**src/rtl/vga_pkg.sv**
```systemverilog
// vga_pkg: shared VRAM widths, frame timing bounds and arbiter state type
package vga_pkg;
  localparam int VRAM_ADDR_W = 20;
  localparam int VRAM_DATA_W = 12;
  // last hcount of a line (1344-clock XGA line, counted 0..1343)
  localparam int HBLANK_STOP = 1343;
  // total lines per frame (806-line XGA frame, counted 0..805)
  localparam int VBLANK_STOP = 806;
  typedef enum logic [1:0] {ACTIVE, ARB, GRANT_A, GRANT_B} arb_state_t;
endpackage

```
**src/rtl/vram_arbiter_if.sv**
```systemverilog
// vram_arbiter_if: timing inputs, two writer ports, VRAM write port and display read port
interface vram_arbiter_if import vga_pkg::*; #(
  parameter int ADDR_W = VRAM_ADDR_W,
  parameter int DATA_W = VRAM_DATA_W
);
  logic [10:0] hcount;
  logic [10:0] vcount;
  logic hblnk;
  logic vblnk;
  logic req_a;
  logic req_b;
  logic [ADDR_W-1:0] addr_a;
  logic [ADDR_W-1:0] addr_b;
  logic [DATA_W-1:0] data_a;
  logic [DATA_W-1:0] data_b;
  logic gnt_a;
  logic gnt_b;
  logic mem_we;
  logic [ADDR_W-1:0] mem_waddr;
  logic [DATA_W-1:0] mem_wdata;
  logic disp_rd_en;
  logic [ADDR_W-1:0] disp_rd_addr;
  logic frame_done;
  modport slave (
    input hcount, vcount, hblnk, vblnk, req_a, req_b, addr_a, addr_b, data_a, data_b,
    output gnt_a, gnt_b, mem_we, mem_waddr, mem_wdata, disp_rd_en, disp_rd_addr, frame_done
  );
  modport master (
    output hcount, vcount, hblnk, vblnk, req_a, req_b, addr_a, addr_b, data_a, data_b,
    input gnt_a, gnt_b, mem_we, mem_waddr, mem_wdata, disp_rd_en, disp_rd_addr, frame_done
  );
endinterface

```
**src/rtl/vram_win_gen.sv**
```systemverilog
// vram_win_gen: write window is vertical blank minus a guard band before the frame wraps
module vram_win_gen import vga_pkg::*; #(
  parameter int GUARD = 2
) (
  input  logic [10:0] hcount,
  input  logic [10:0] vcount,
  input  logic        vblnk,
  output logic        win_open
);
  localparam logic [10:0] LAST_LINE = 11'(VBLANK_STOP - 1);
  localparam logic [10:0] CLOSE_H = 11'(HBLANK_STOP - 1 - GUARD);
  assign win_open = vblnk && !(vcount == LAST_LINE && hcount >= CLOSE_H);
endmodule

```
**src/rtl/vram_arbiter.sv**
```systemverilog
// vram_arbiter: round-robin burst arbiter for two VRAM writers during vertical blank
module vram_arbiter import vga_pkg::*; #(
  parameter int ADDR_W = VRAM_ADDR_W,
  parameter int DATA_W = VRAM_DATA_W,
  parameter int MAX_BURST = 16,
  parameter int GUARD = 2
) (
  input logic clk,
  input logic rst_n,
  vram_arbiter_if.slave bus
);
  localparam int CW = $clog2(MAX_BURST + 1);
  arb_state_t state, nxt;
  logic win_open, acc, last, rr_b;
  logic [CW-1:0] cnt;
  logic [ADDR_W-1:0] waddr;
  logic [DATA_W-1:0] wdata;
  vram_win_gen #(.GUARD(GUARD)) u_win (
    .hcount(bus.hcount),
    .vcount(bus.vcount),
    .vblnk(bus.vblnk),
    .win_open(win_open)
  );
  assign bus.gnt_a = state == GRANT_A;
  assign bus.gnt_b = state == GRANT_B;
  assign acc = (bus.req_a && bus.gnt_a) || (bus.req_b && bus.gnt_b);
  assign last = cnt == CW'(MAX_BURST - 1);
  assign waddr = bus.gnt_a ? bus.addr_a : bus.addr_b;
  assign wdata = bus.gnt_a ? bus.data_a : bus.data_b;
  // next state; a closed window forces ACTIVE from any state
  always_comb begin
    nxt = state;
    case (state)
      ACTIVE:  nxt = win_open ? ARB : ACTIVE;
      ARB:     nxt = bus.req_a && (!bus.req_b || !rr_b) ? GRANT_A : bus.req_b ? GRANT_B : ARB;
      GRANT_A: nxt = !bus.req_a || last ? ARB : GRANT_A;
      GRANT_B: nxt = !bus.req_b || last ? ARB : GRANT_B;
      default: nxt = ACTIVE;
    endcase
    if (!win_open) nxt = ACTIVE;
  end
  // state, burst count (zero outside a running grant) and rr pointer flipped on grant exit
  always_ff @(posedge clk or negedge rst_n) begin
    if (!rst_n) begin
      state <= ACTIVE;
      cnt <= '0;
      rr_b <= 1'b0;
    end else begin
      state <= nxt;
      cnt <= (bus.gnt_a || bus.gnt_b) && nxt == state ? cnt + CW'(acc) : '0;
      rr_b <= bus.gnt_a && nxt != GRANT_A ? 1'b1 : bus.gnt_b && nxt != GRANT_B ? 1'b0 : rr_b;
    end
  end
  // VRAM write port: accepted transfer lands one cycle later, addr/data hold otherwise
  always_ff @(posedge clk or negedge rst_n) begin
    if (!rst_n) begin
      bus.mem_we <= 1'b0;
      bus.mem_waddr <= '0;
      bus.mem_wdata <= '0;
    end else begin
      bus.mem_we <= acc;
      if (acc) begin
        bus.mem_waddr <= waddr;
        bus.mem_wdata <= wdata;
      end
    end
  end
  // display read port follows the raster with one cycle of latency, never stalled
  always_ff @(posedge clk or negedge rst_n) begin
    if (!rst_n) begin
      bus.disp_rd_en <= 1'b0;
      bus.disp_rd_addr <= '0;
    end else begin
      bus.disp_rd_en <= !bus.hblnk && !bus.vblnk;
      bus.disp_rd_addr <= ADDR_W'({bus.vcount[9:0], bus.hcount[9:0]});
    end
  end
  // frame_done pulses once when the window closes on an arbitrating or granting FSM
  always_ff @(posedge clk or negedge rst_n) begin
    if (!rst_n) bus.frame_done <= 1'b0;
    else bus.frame_done <= state != ACTIVE && nxt == ACTIVE;
  end
endmodule

```
**src/flat_wrapper.sv**
```systemverilog
// flat-port wrapper written by rule: the top's interface ports become plain ports
module vram_arbiter_flat import vga_pkg::*;
#(
  parameter int ADDR_W = VRAM_ADDR_W,
  parameter int DATA_W = VRAM_DATA_W,
  parameter int MAX_BURST = 16,
  parameter int GUARD = 2
)
  (clk, rst_n, bus_hcount, bus_vcount, bus_hblnk, bus_vblnk, bus_req_a, bus_req_b, bus_addr_a, bus_addr_b, bus_data_a, bus_data_b, bus_gnt_a, bus_gnt_b, bus_mem_we, bus_mem_waddr, bus_mem_wdata, bus_disp_rd_en, bus_disp_rd_addr, bus_frame_done);
  vram_arbiter_if #(.ADDR_W(ADDR_W), .DATA_W(DATA_W)) bus_i ();
  input logic clk;
  input logic rst_n;
  input wire logic [$bits(bus_i.hcount)-1:0] bus_hcount;
  input wire logic [$bits(bus_i.vcount)-1:0] bus_vcount;
  input wire logic [$bits(bus_i.hblnk)-1:0] bus_hblnk;
  input wire logic [$bits(bus_i.vblnk)-1:0] bus_vblnk;
  input wire logic [$bits(bus_i.req_a)-1:0] bus_req_a;
  input wire logic [$bits(bus_i.req_b)-1:0] bus_req_b;
  input wire logic [$bits(bus_i.addr_a)-1:0] bus_addr_a;
  input wire logic [$bits(bus_i.addr_b)-1:0] bus_addr_b;
  input wire logic [$bits(bus_i.data_a)-1:0] bus_data_a;
  input wire logic [$bits(bus_i.data_b)-1:0] bus_data_b;
  output wire logic [$bits(bus_i.gnt_a)-1:0] bus_gnt_a;
  output wire logic [$bits(bus_i.gnt_b)-1:0] bus_gnt_b;
  output wire logic [$bits(bus_i.mem_we)-1:0] bus_mem_we;
  output wire logic [$bits(bus_i.mem_waddr)-1:0] bus_mem_waddr;
  output wire logic [$bits(bus_i.mem_wdata)-1:0] bus_mem_wdata;
  output wire logic [$bits(bus_i.disp_rd_en)-1:0] bus_disp_rd_en;
  output wire logic [$bits(bus_i.disp_rd_addr)-1:0] bus_disp_rd_addr;
  output wire logic [$bits(bus_i.frame_done)-1:0] bus_frame_done;
  assign bus_i.hcount = bus_hcount;
  assign bus_i.vcount = bus_vcount;
  assign bus_i.hblnk = bus_hblnk;
  assign bus_i.vblnk = bus_vblnk;
  assign bus_i.req_a = bus_req_a;
  assign bus_i.req_b = bus_req_b;
  assign bus_i.addr_a = bus_addr_a;
  assign bus_i.addr_b = bus_addr_b;
  assign bus_i.data_a = bus_data_a;
  assign bus_i.data_b = bus_data_b;
  assign bus_gnt_a = bus_i.gnt_a;
  assign bus_gnt_b = bus_i.gnt_b;
  assign bus_mem_we = bus_i.mem_we;
  assign bus_mem_waddr = bus_i.mem_waddr;
  assign bus_mem_wdata = bus_i.mem_wdata;
  assign bus_disp_rd_en = bus_i.disp_rd_en;
  assign bus_disp_rd_addr = bus_i.disp_rd_addr;
  assign bus_frame_done = bus_i.frame_done;
  vram_arbiter #(.ADDR_W(ADDR_W), .DATA_W(DATA_W), .MAX_BURST(MAX_BURST), .GUARD(GUARD)) u_core (.clk(clk), .rst_n(rst_n), .bus(bus_i));
endmodule
```
**config.mk**
```make
export PLATFORM = sky130hd
export DESIGN_NAME = vram_arbiter_flat
export DESIGN_NICKNAME = d
export VERILOG_FILES = /design/src/rtl/vga_pkg.sv /design/src/rtl/vram_arbiter_if.sv /design/src/rtl/vram_win_gen.sv /design/src/rtl/vram_arbiter.sv /design/src/flat_wrapper.sv
export SDC_FILE = /design/constraint.sdc
export NUM_CORES = 1
export LEC_CHECK = 0
export ABC_CLOCK_PERIOD_IN_PS = 2000
export CAP_MARGIN = 10
export CORE_UTILIZATION = 38
export DETAILED_ROUTE_END_ITERATION = 8
export PLACE_DENSITY = 0.8
export SLEW_MARGIN = 20
export SYNTH_ARGS = -nofsm -noshare
export SYNTH_HDL_FRONTEND = slang
export SYNTH_SLANG_ARGS = --single-unit
```
**constraint.sdc**
```tcl
create_clock -name clk -period 2 [get_ports clk]
set_input_delay 0.5 -clock clk [delete_from_list [all_inputs] [get_ports clk]]
set_output_delay 0.5 -clock clk [all_outputs]
set_load 0.005 [all_outputs]
```
After elaboration in Yosys (flattened, before gate mapping)
Cells that the tools add are included.
Storage, ports and cells
  register bits: 63
  input bits: 92
  output and inout bits: 57
  word-level logic and storage cells: 55
Operators by class
  add/sub/neg operators: 1
  order comparisons: 1
  eq/ne operators: 8
  multiplexer cells: 11
  reduce and logical (&&, ||, !) cells: 25
Operators with widths (count)
  $mux 20: 1
  $mux 12: 1
  $eq 11x10->1 const B: 1
  $ge 11x11->1 const B: 1
  $logic_and 1x1->1: 10
  $mux 2: 5
  $pmux 2 s4: 1
  $logic_not 1->1: 6
  $add 5x1->5: 1
  $eq 5x4->1 const B: 1
  $logic_or 1x1->1: 5
  $mux 5: 1
  $eq 2x2->1 const B: 2
  $logic_not 2->1: 2
  $ne 2x2->1 const B: 2
  $reduce_bool 2->1: 2
  $eq 2x1->1 const B: 1
  $eq 2x2->1: 1
  $mux 1: 2

Depth between registers and ports, before layout
Gate-level depths: netlist (run 1).
  depth after elaboration: 10
  depth in mapped cells: 10
  depth with buffers taken out: 8

Hierarchy
From an unflattened synthesis (run 1), not the netlist that was laid out.
Unflattened totals
  cell total of the unflattened synthesis: 221
  area total of the unflattened synthesis: 2742.6 um^2
By module, submodules not included
  vram_arbiter: instances 1, cells each 213, area each 2676.3 um^2, seq. area each 1576.5 um^2
  vram_win_gen: instances 1, cells each 8, area each 66.3 um^2, seq. area each 0.0 um^2

Least setup slack after synthesis (run 1)
OpenSTA, ideal clock, no wires.
  kind: input port to flip-flop
  start point: input bus_req_b
  end point: register u_core.cnt[4]
  library setup time: 0.131 ns
  arrival time: 1.730 ns
  data required time: 1.869 ns
  setup slack: 0.138 ns
  stages on the path: 10
  path buffers: 2
  cell sequence: nand2_1 a21o_1 buf_2 buf_2 inv_1 ha_1 ha_1 nand3_1 xor2_1 nor3_1
On the way
  elaborated cells between the ends (all ways): 15
  classes of those cells: add/sub (1); eq/ne (1); mux (6); reduce/logical (7)
RTL lines
  start, declared: line flat_wrapper.sv:18  | input wire logic [$bits(bus_i.req_b)-1:0] bus_req_b;
  $logic_and 1x1->1: line vram_arbiter.sv:26  | assign acc = (bus.req_a && bus.gnt_a) || (bus.req_b && bus.gnt_b);
  $logic_or 1x1->1: line vram_arbiter.sv:26
  net u_core.acc: line vram_arbiter.sv:14  | logic win_open, acc, last, rr_b;
  $add 5x1->5: line vram_arbiter.sv:50  | cnt <= (bus.gnt_a || bus.gnt_b) && nxt == state ? cnt + CW'(acc) : '0;
  $mux 5: line vram_arbiter.sv:50
  end signal, assigned: line vram_arbiter.sv:50
  end, declared: line vram_arbiter.sv:15  | logic [CW-1:0] cnt;
The timed path passes the listed nets, and every way through them passes these cells.
A chain may end at the register's enable or synchronous reset.

Worst setup path after layout (run 1)
  start point: register u_core.state[0]
  end point: output bus_gnt_b
On the way
  cells in the longest elaborated chain, start to end: 1
RTL lines
  start, declared: line vram_arbiter.sv:13  | arb_state_t state, nxt;
  start signal, assigned: line vram_arbiter.sv:49  | state <= nxt;
  $eq 2x2->1: line vram_arbiter.sv:25  | assign bus.gnt_b = state == GRANT_B;
  end, declared: line flat_wrapper.sv:24  | output wire logic [$bits(bus_i.gnt_b)-1:0] bus_gnt_b;
Every way passes these cells.

==> results of run 1 <==
## how the worst min path moves through the flow
stage                            start                    endpoint  depth (start not counted)
2_1_floorplan                    rst_n  u_core.bus.disp_rd_addr[0]                          0
3_3_place_gp   u_core.bus.mem_waddr[4]     u_core.bus.mem_waddr[4]                          2
3_5_place_dp   u_core.bus.mem_waddr[6]     u_core.bus.mem_waddr[6]                          2
4_1_cts                          rst_n  u_core.bus.disp_rd_addr[1]                          2
5_1_grt                          rst_n  u_core.bus.disp_rd_addr[1]                          2
6_report                         rst_n  u_core.bus.disp_rd_addr[1]                          2
## power groups by stage
stage,Sequential [mW],Combinational (mW),Clock [mW]
final,1.67,1.13,1.11
after global routing,1.70,1.24,1.21
after CTS,1.67,1.15,1.14
after detailed placement,1.69,1.14,0
after global placement,1.68,1.11,0
after floorplan,1.70,0.312,0
## Yosys cell counts (all sizes together) (2+ instances only)
cell type  number  area [um2]
o21ai          35         175
buf            10        67.6
nor3            5        25.0
o221ai          2        41.3
nor2            3        11.3
mux2i          32         320
xor2            2        17.5
inv             7        26.3
nand3           2        10.0
ha              2        25.0
nand2          35         131
dfrtp          63        1580
## per-layer routing
metal	wire [um]	up-vias	track usage, %
met5	0	-	0
met4	102	0	6.93
met3	552	9	6.13
met2	3180	102	31.0
met1	2690	992	23.9
li1	-	1075	-
## sequential cells by signal, indices dropped and copies added (netlist names)
register                 cells
u_core.bus.mem_wdata        12
u_core.state                 2
u_core.cnt                   5
u_core.bus.mem_we            1
u_core.bus.frame_done        1
u_core.bus.mem_waddr        20
u_core.bus.disp_rd_en        1
u_core.rr_b                  1
u_core.bus.disp_rd_addr     20
## cell type report
type                    count  area [um2]  area share, %
repair buffers            157        1570           35.6
clock buffers               9         124           2.81
clock inverters             7        80.1           1.81
well taps                  77        96.3           2.18
multi-input cells         136         938           21.3
flip-flops and latches     63        1580           35.7
inverters                   7        26.3          0.595
## through the flow
stage | setup WS, ns | power (mW) | TNS [ns]
after floorplan | 0.138 | 2.02 | 0
after global placement | -0.109 | 2.79 | -0.374
after detailed placement | -0.213 | 2.83 | -0.726
after CTS | 0.0180 | 3.96 | 0
after global routing | 0.0179 | 4.15 | 0
final | 0.0790 | 3.91 | 0
## cells by family after synthesis
| group | synth area share (%) |
|---|---|
| DFF | 60.5 |
| AOI/OAI and AO/OA | 10.8 |
| muxes | 12.3 |
| xor gates and xnor gates | 1.01 |
| buffers and inverters | 3.74 |
| adders and majority gates | 0.960 |
| and+or+nand+nor | 10.8 |
## what timing repair did
action                     CTS  global route
resized for setup            1             1
setup buffers                0             2
pin swaps                    0             0
hold buffers                 0             0
setup endpoints to repair    2             2
==> results.md, run 1 <==
- Mean instance size in the synthesized netlist: 12.0 um2
- Worst VDD drop: 481 uV
- Global router's overall resource usage: 19.0%
- HP Class: input pin to asynchronous set/reset pin
- Share of the core filled with cells: 68.0%
- Relative slew slack: 61.6%
- H-tree level count: 3
- Detail Route Antenna Nets: 0
- Proportion of layout cells with a drive suffix above 1: 9.23%
- Violated checks: design-rule violations
- IO buf count: 148
- Wire length of the first global-routing pass: 10.6 mm
- Tmin final: 1.92 ns
- Horiz. Die Dim: 84.8 um
- Via count of the first global-routing pass: 2224
- WL per Instance: 14.3 um
- RSZ-0062 raised after global routing: false
- Area enclosed by the die boundary: 0.00719 mm2
- Yosys cell types: 35
- Power spent charging and discharging nets: 1.06 mW
- Post-placement cell area: 0.00419 mm2
- Post-detailed-route via-to-cell ratio: 4.78
- Global placement routability congestion: 0.767
- Total of endpoints with negative setup slack in the final report: 0
- TritonCTS buffer count: 9
- TritonCTS clock tree: built
- Reg-to-reg setup timing slack: 0.16 ns
- Total inserted antenna cells: 0
- Sequential element share of the synthesized area: 60.5%
- Count of flip-flops with a built-in enable after synthesis: 0
- Final critical-path share of the clock period: 96.1%
- Int Power: 2.85 mW
- Source of the critical timing path: u_core.state[0]
- Critical-path maximum fanout: 6
- Synthesis-to-finish area growth: 69.4%
- Effective utilization at floorplan: 40.1%
- Longest Clk Path Bufs: 2
- # Max-Cap Violations: 0
- Most instantiated flip-flop cell in the synthesis netlist: sky130_fd_sc_hd__dfrtp_1
- Sort of element at the end of the critical path: primary output
- Final net count: 468
- Drt initial violations: 70
- Initial antenna violation count: 0
- Synthesized flop and latch total: 63
- Warning count from the yosys run: 0
- Height of the die: 84.8 um
- Total gr overflow: 0
- Total standard cell area after synthesis: 0.00261 mm2
- Share of power burned in registers: 42.6%
- Final Hold Slack: 0.154 ns
- Total power divided by cell area: 886 mW/mm2
- Maximum number of pins on one net before global-route repair: 64
- Maximum achievable frequency: 521 MHz
- Row count: 29
- Critical path start-end classification: flip-flop to primary output
- Master of the slowest instance on the critical path: sky130_fd_sc_hd__clkdlybuf4s50_1
- Clock Pin Slew Worst Setup and Hold Paths: 0.08 ns
- Leakage power figure: 1.87 nW
- Clk_lat worst skew: 0.34 ns
- Number of hold violations in the final report: 0
- Count of boundary I/O pins: 149
- Most common library cell in the layout ignoring fill and taps: sky130_fd_sc_hd__clkdlybuf4s50_1
- Switching power share of the total: 27.1%
- Share of flip-flops with an asynchronous set or reset: 100%
- Ordered list of cells on the worst path: and2_1 > clkdlybuf4s50_1
- Data required time of the worst path: 1.50 ns
- Post-synthesis cell count: 217
- Clk_skew: 0.0145 ns
- Element type at the critical path start: flip-flop
- Post-Syn Nets: 311
- Run status: complete, but fails checks
- Logic depth of the worst setup path including buffers: 2
- Family with the most delay on the worst path: buffers and inverters
- Master cell of the clock root buffer: sky130_fd_sc_hd__clkbuf_8
- Highest cell delay on the worst timing path: 0.50 ns
- Clock group share of total power: 28.5%
- Slew at the pin with the worst max-slew slack: 0.576 ns
- Worst R2R Path Depth: 9
- Iteration count of the initial detailed-routing pass: 7
- Cell Count, Final, Fillers Out: 456
- DRC violation count after routing: 13
- DP HPWL: 4.81 mm
- Most frequent cells in the layout: sky130_fd_sc_hd__clkdlybuf4s50_1 (146), sky130_fd_sc_hd__dfrtp_1 (62), sky130_fd_sc_hd__nand2_1 (35), sky130_fd_sc_hd__mux2i_1 (32), sky130_fd_sc_hd__o21ai_0 (18)
- Total instance count after detailed placement: 438
- Final std cell area, no fill: 0.00441 mm2
- Max-slew violation count: 0
- Reg2Reg Launch Point: u_core.state[0]
- Placeable core region: 0.00649 mm2
- Bufs and invs on worst path: 1
- Number of fill cells in the layout: 498
- Data arrival time of the critical path: 1.42 ns
- Count of vias placed by the detailed router: 2178
- Endpoint of the worst-slack reg-to-reg timing path: u_core.cnt[4]
- CTS sink cnt: 63
- Worst setup endpoint: bus_gnt_b
- Logic gate share of total power: 28.9%
- Final wirelength: 6.52 mm
(Power assumes the default switching activity.)
==> inputs of run 2 (changes only) <==
--- a/config.mk
+++ b/config.mk
@@ -7,10 +7,11 @@
 export LEC_CHECK = 0
 export ABC_CLOCK_PERIOD_IN_PS = 2000
 export CAP_MARGIN = 10
-export CORE_UTILIZATION = 38
+export CORE_UTILIZATION = 39
 export DETAILED_ROUTE_END_ITERATION = 8
 export PLACE_DENSITY = 0.8
 export SLEW_MARGIN = 20
 export SYNTH_ARGS = -nofsm -noshare
 export SYNTH_HDL_FRONTEND = slang
+export SYNTH_HIERARCHICAL = 1
 export SYNTH_SLANG_ARGS = --single-unit
==> results.md, run 2 <==
- WL per Instance: 14.3 um (about the same)
- Clk_lat worst skew: 0.33 ns (about the same)
- Post-CTS Repair Setup Buffers: 0 (unchanged)
- Master of the slowest instance on the critical path: sky130_fd_sc_hd__clkdlybuf4s50_1
- Count of vias placed by the detailed router: 2296 (+5.4%)
- Post-Syn Nets: 315 (+1.3%)
- Area enclosed by the die boundary: 0.00737 mm2 (+2.5%)
- Iteration count of the initial detailed-routing pass: 3 (-4)
- Total instance count after detailed placement: 459 (+4.8%)
- Count of boundary I/O pins: 149 (unchanged)
- Dominant cell type by area after synthesis: sky130_fd_sc_hd__dfrtp_1
- Top cells by area, synth: sky130_fd_sc_hd__dfrtp_1 (57%), sky130_fd_sc_hd__mux2i_1 (12%), sky130_fd_sc_hd__a21oi_2 (9.3%), sky130_fd_sc_hd__a21oi_1 (6.4%), sky130_fd_sc_hd__buf_6 (2.1%)
- Most instantiated flip-flop cell in the synthesis netlist: sky130_fd_sc_hd__dfrtp_1
- Clock Pin Slew Worst Setup and Hold Paths: 0.07 ns (about the same)
- Master cell of the clock root buffer: sky130_fd_sc_hd__clkbuf_8
- Drt initial violations: 70 (unchanged)
- Row count: 30 (+3.4%)
- Critical-path maximum fanout: 2 (-4)
- Total inserted antenna cells: 0 (unchanged)
- Worst R2R Path Depth: 7 (-2)
- Most common cell in the netlist: sky130_fd_sc_hd__dfrtp_1
- Effective utilization at floorplan: 40.4% (+0.24 points)
- Via count of the first global-routing pass: 2339 (+5.2%)
- Ordered list of cells on the worst path: clkdlybuf4s50_1 > mux2_4 > and2_2 > ha_1 > ha_2 > nand3_1 > xor2_1 > nor2_1
- CTS sink cnt: 63 (unchanged)
- Share of the core filled with cells: 66.8% (-1.2 points)
- Maximum achievable frequency: 524 MHz (+0.74%)
- PnR worst setup slack: 0.0930 ns (+0.0141 ns)
- Switching power share of the total: 28.4% (+1.3 points)
- Detail Route Antenna Nets: 0 (unchanged)
- Mean instance size in the synthesized netlist: 12.4 um2 (+3.3%)
- DP HPWL: 4.77 mm (-0.90%)
- Synthesis-to-finish area growth: 65.5%
- Share of flip-flops with an asynchronous set or reset: 100% (unchanged)
- Data arrival time of the critical path: 2.11 ns (+0.69 ns)
- Relative slew slack: 63.8% (+2.2 points)
- Highest cell delay on the worst timing path: 0.43 ns (-0.07 ns)
- Horiz. Die Dim: 85.9 um (+1.2%)
- Post-layout total power: 4.22 mW (+7.9%)
- Cell Count, Final, Fillers Out: 475 (+4.2%)
- Global router's overall resource usage: 19.0% (-0.029 points)
- Post-synthesis cell count: 221 (+1.8%)
- Element type at the critical path start: input pin
- RSZ-0062 raised after global routing: false
- Synthesized flop and latch total: 63 (unchanged)
- Clk_skew: 0.00803 ns (-0.00643 ns)
- Global placement routability congestion: 0.776 (+1.3%)
- Final critical-path share of the clock period: 95.3% (-0.70 points)
- Power spent charging and discharging nets: 1.20 mW (+13%)
- Post-detailed-route via-to-cell ratio: 4.83 (+1.2%)
- Critical path start-end classification: input pin to flip-flop
- Tmin final: 1.91 ns (-0.0141 ns)
- HP Class: input pin to asynchronous set/reset pin
- Proportion of layout cells with a drive suffix above 1: 16.1% (+6.9 points)
- Slew at the pin with the worst max-slew slack: 0.544 ns (-0.0324 ns)
- Yosys cell types: 34 (-2.9%)
- H-tree level count: 3 (unchanged)
- Count of flip-flops with a built-in enable after synthesis: 0 (unchanged)
- Endpoint of the worst-slack reg-to-reg timing path: u_core/cnt[4]
- Biggest registers after layout: u_core/bus.disp_rd_addr: 20 flops, u_core/bus.mem_waddr: 20 flops, u_core/bus.mem_wdata: 12 flops
- Wire length of the first global-routing pass: 10.9 mm (+2.9%)
- Ranking of synthesized cells by instance count: sky130_fd_sc_hd__dfrtp_1 (63), sky130_fd_sc_hd__a21oi_1 (35), sky130_fd_sc_hd__mux2i_1 (32)
- IO buf count: 148 (unchanged)
- Most frequent cells in the layout: sky130_fd_sc_hd__clkdlybuf4s50_1 (145), sky130_fd_sc_hd__dfrtp_1 (63), sky130_fd_sc_hd__a21oi_1 (35), sky130_fd_sc_hd__mux2i_1 (32), sky130_fd_sc_hd__a21oi_2 (29)
- Bufs and invs on worst path: 1 (unchanged)
- TritonCTS buffer count: 9 (unchanged)
- Final wirelength: 6.79 mm (+4.2%)
- Maximum number of pins on one net before global-route repair: 64 (unchanged)
- Height of the die: 85.9 um (+1.2%)
- Int Power: 3.02 mW (+6.0%)
- Warning count from the yosys run: 6 (+6)
- Sort of element at the end of the critical path: flip-flop
- Total power divided by cell area: 930 mW/mm2 (+4.9%)
- Initial antenna violation count: 0 (unchanged)
- Run status: complete, no violations
- Total of endpoints with negative setup slack in the final report: 0 (unchanged)
- Clock group share of total power: 26.8% (-1.7 points)
- Final net count: 468 (unchanged)
- Logic gate share of total power: 32.8% (+3.9 points)
- Setup slack after placement: -0.242 ns (-0.0290 ns)
- Sequential element share of the synthesized area: 57.5% (-3.0 points)
- Share of power burned in registers: 40.4% (-2.2 points)
- Worst VDD drop: 490 uV (+1.9%)
- Max-slew violation count: 0 (unchanged)
- TritonCTS clock tree: built
- Final Hold Slack: 0.160 ns (+0.00571 ns)
- # Max-Cap Violations: 0 (unchanged)
- Number of hold violations in the final report: 0 (unchanged)
- Total standard cell area after synthesis: 0.00274 mm2 (+5.2%)
- Total gr overflow: 0 (unchanged)
- Longest Clk Path Bufs: 2 (unchanged)
- Leakage power figure: 1.78 nW (-4.7%)
- Data required time of the worst path: 2.20 ns (+0.70 ns)
- DRC violation count after routing: 0 (-13)
- Placeable core region: 0.00679 mm2 (+4.6%)
- Family with the most delay on the worst path: buffers and inverters
- Area share of the largest cell type after synthesis: 57.5% (-3.0 points)
- Reg2Reg Launch Point: u_core/state[0]
- Most common library cell in the layout ignoring fill and taps: sky130_fd_sc_hd__clkdlybuf4s50_1
- Reg-to-reg setup timing slack: 0.26 ns (+0.10 ns)
==> run 2: area by class of cell <==
class | instances | area, um2
fill | 561 | 2260
sequential | 63 | 1580
timing repair buffer | 158 | 1560
multi-input combinational | 139 | 1060
clock buffer | 10 | 138
tap | 96 | 120
clock inverter | 6 | 70.1
inverter | 3 | 11.3
==> run 2: layer usage <==
layer / part of all wire (%) / GRT usage (%) / vias up
met1: 40 / 20.8 / 1108
met3: 5.4 / 4.91 / 13
met5: 0 / 0 / -
met2: 52 / 34.8 / 79
met4: 2.0 / 7.88 / 0
li1: - / - / 1096
==> run 2: power by group through the flow <==
stage	Combinational (mW)	Sequential [mW]	Clock, mW
after global placement	1.38	1.71	0
after global routing	1.50	1.75	1.21
final	1.38	1.71	1.13
after detailed placement	1.40	1.73	0
after floorplan	0.505	1.74	0
after CTS	1.40	1.71	1.15
==> run 2: per-stage QoR <==
| step | setup TNS (ns) | cell area [um2] |
|---|---|---|
| final | 0 | 4540 |
| after global routing | 0 | 4540 |
| after CTS | 0 | 4540 |
| after detailed placement | -1.09 | 4330 |
| after global placement | -0.727 | 4330 |
| after floorplan | 0 | 2750 |
==> run 2: cell families (layout without fill, tap and decap cells) <==
kind of cell	Yosys count	in the layout	share of synthesized area, %
xor+xnor	3	3	0.958
flops	63	63	57.5
compound gates	74	74	18.6
fa+ha+maj	2	2	0.912
mux	33	33	12.2
buf+inv	19	177	4.24
simple gates	27	27	5.61
==> run 2: worst register-to-register path: stages, from the launching register on <==
cell                      delay, ns
sky130_fd_sc_hd__dfrtp_1       0.40
sky130_fd_sc_hd__mux2_4        0.31
sky130_fd_sc_hd__and2_2        0.20
sky130_fd_sc_hd__ha_1          0.20
sky130_fd_sc_hd__ha_2          0.19
sky130_fd_sc_hd__nand3_1       0.09
sky130_fd_sc_hd__xor2_1        0.17
sky130_fd_sc_hd__nor2_1        0.05
==> run 2: worst max path at each step <==
stage                               start  cells after the start       endpoint
final                           bus_req_a                      8  u_core/cnt[4]
after global routing        bus_hcount[4]                      6  u_core/cnt[3]
after CTS                       bus_req_a                      8  u_core/cnt[4]
after detailed placement        bus_req_a                      8  u_core/cnt[4]
after global placement          bus_req_a                      8  u_core/cnt[4]
after floorplan           u_core/state[0]                     10  u_core/cnt[4]
==> run 2: what timing repair did <==
item,in CTS,in global routing
hold buffers,0,0
gates resized for setup,2,0
setup endpoints to repair,2,0
==> inputs of run 3 (changes only) <==
--- a/config.mk
+++ b/config.mk
@@ -9,6 +9,7 @@
 export CAP_MARGIN = 10
 export CORE_UTILIZATION = 39
 export DETAILED_ROUTE_END_ITERATION = 8
+export HOLD_SLACK_MARGIN = 0.15
 export PLACE_DENSITY = 0.8
 export SLEW_MARGIN = 20
 export SYNTH_ARGS = -nofsm -noshare
==> results of run 3 <==
Final layout, timing and power as in run 2 (identical DEF).
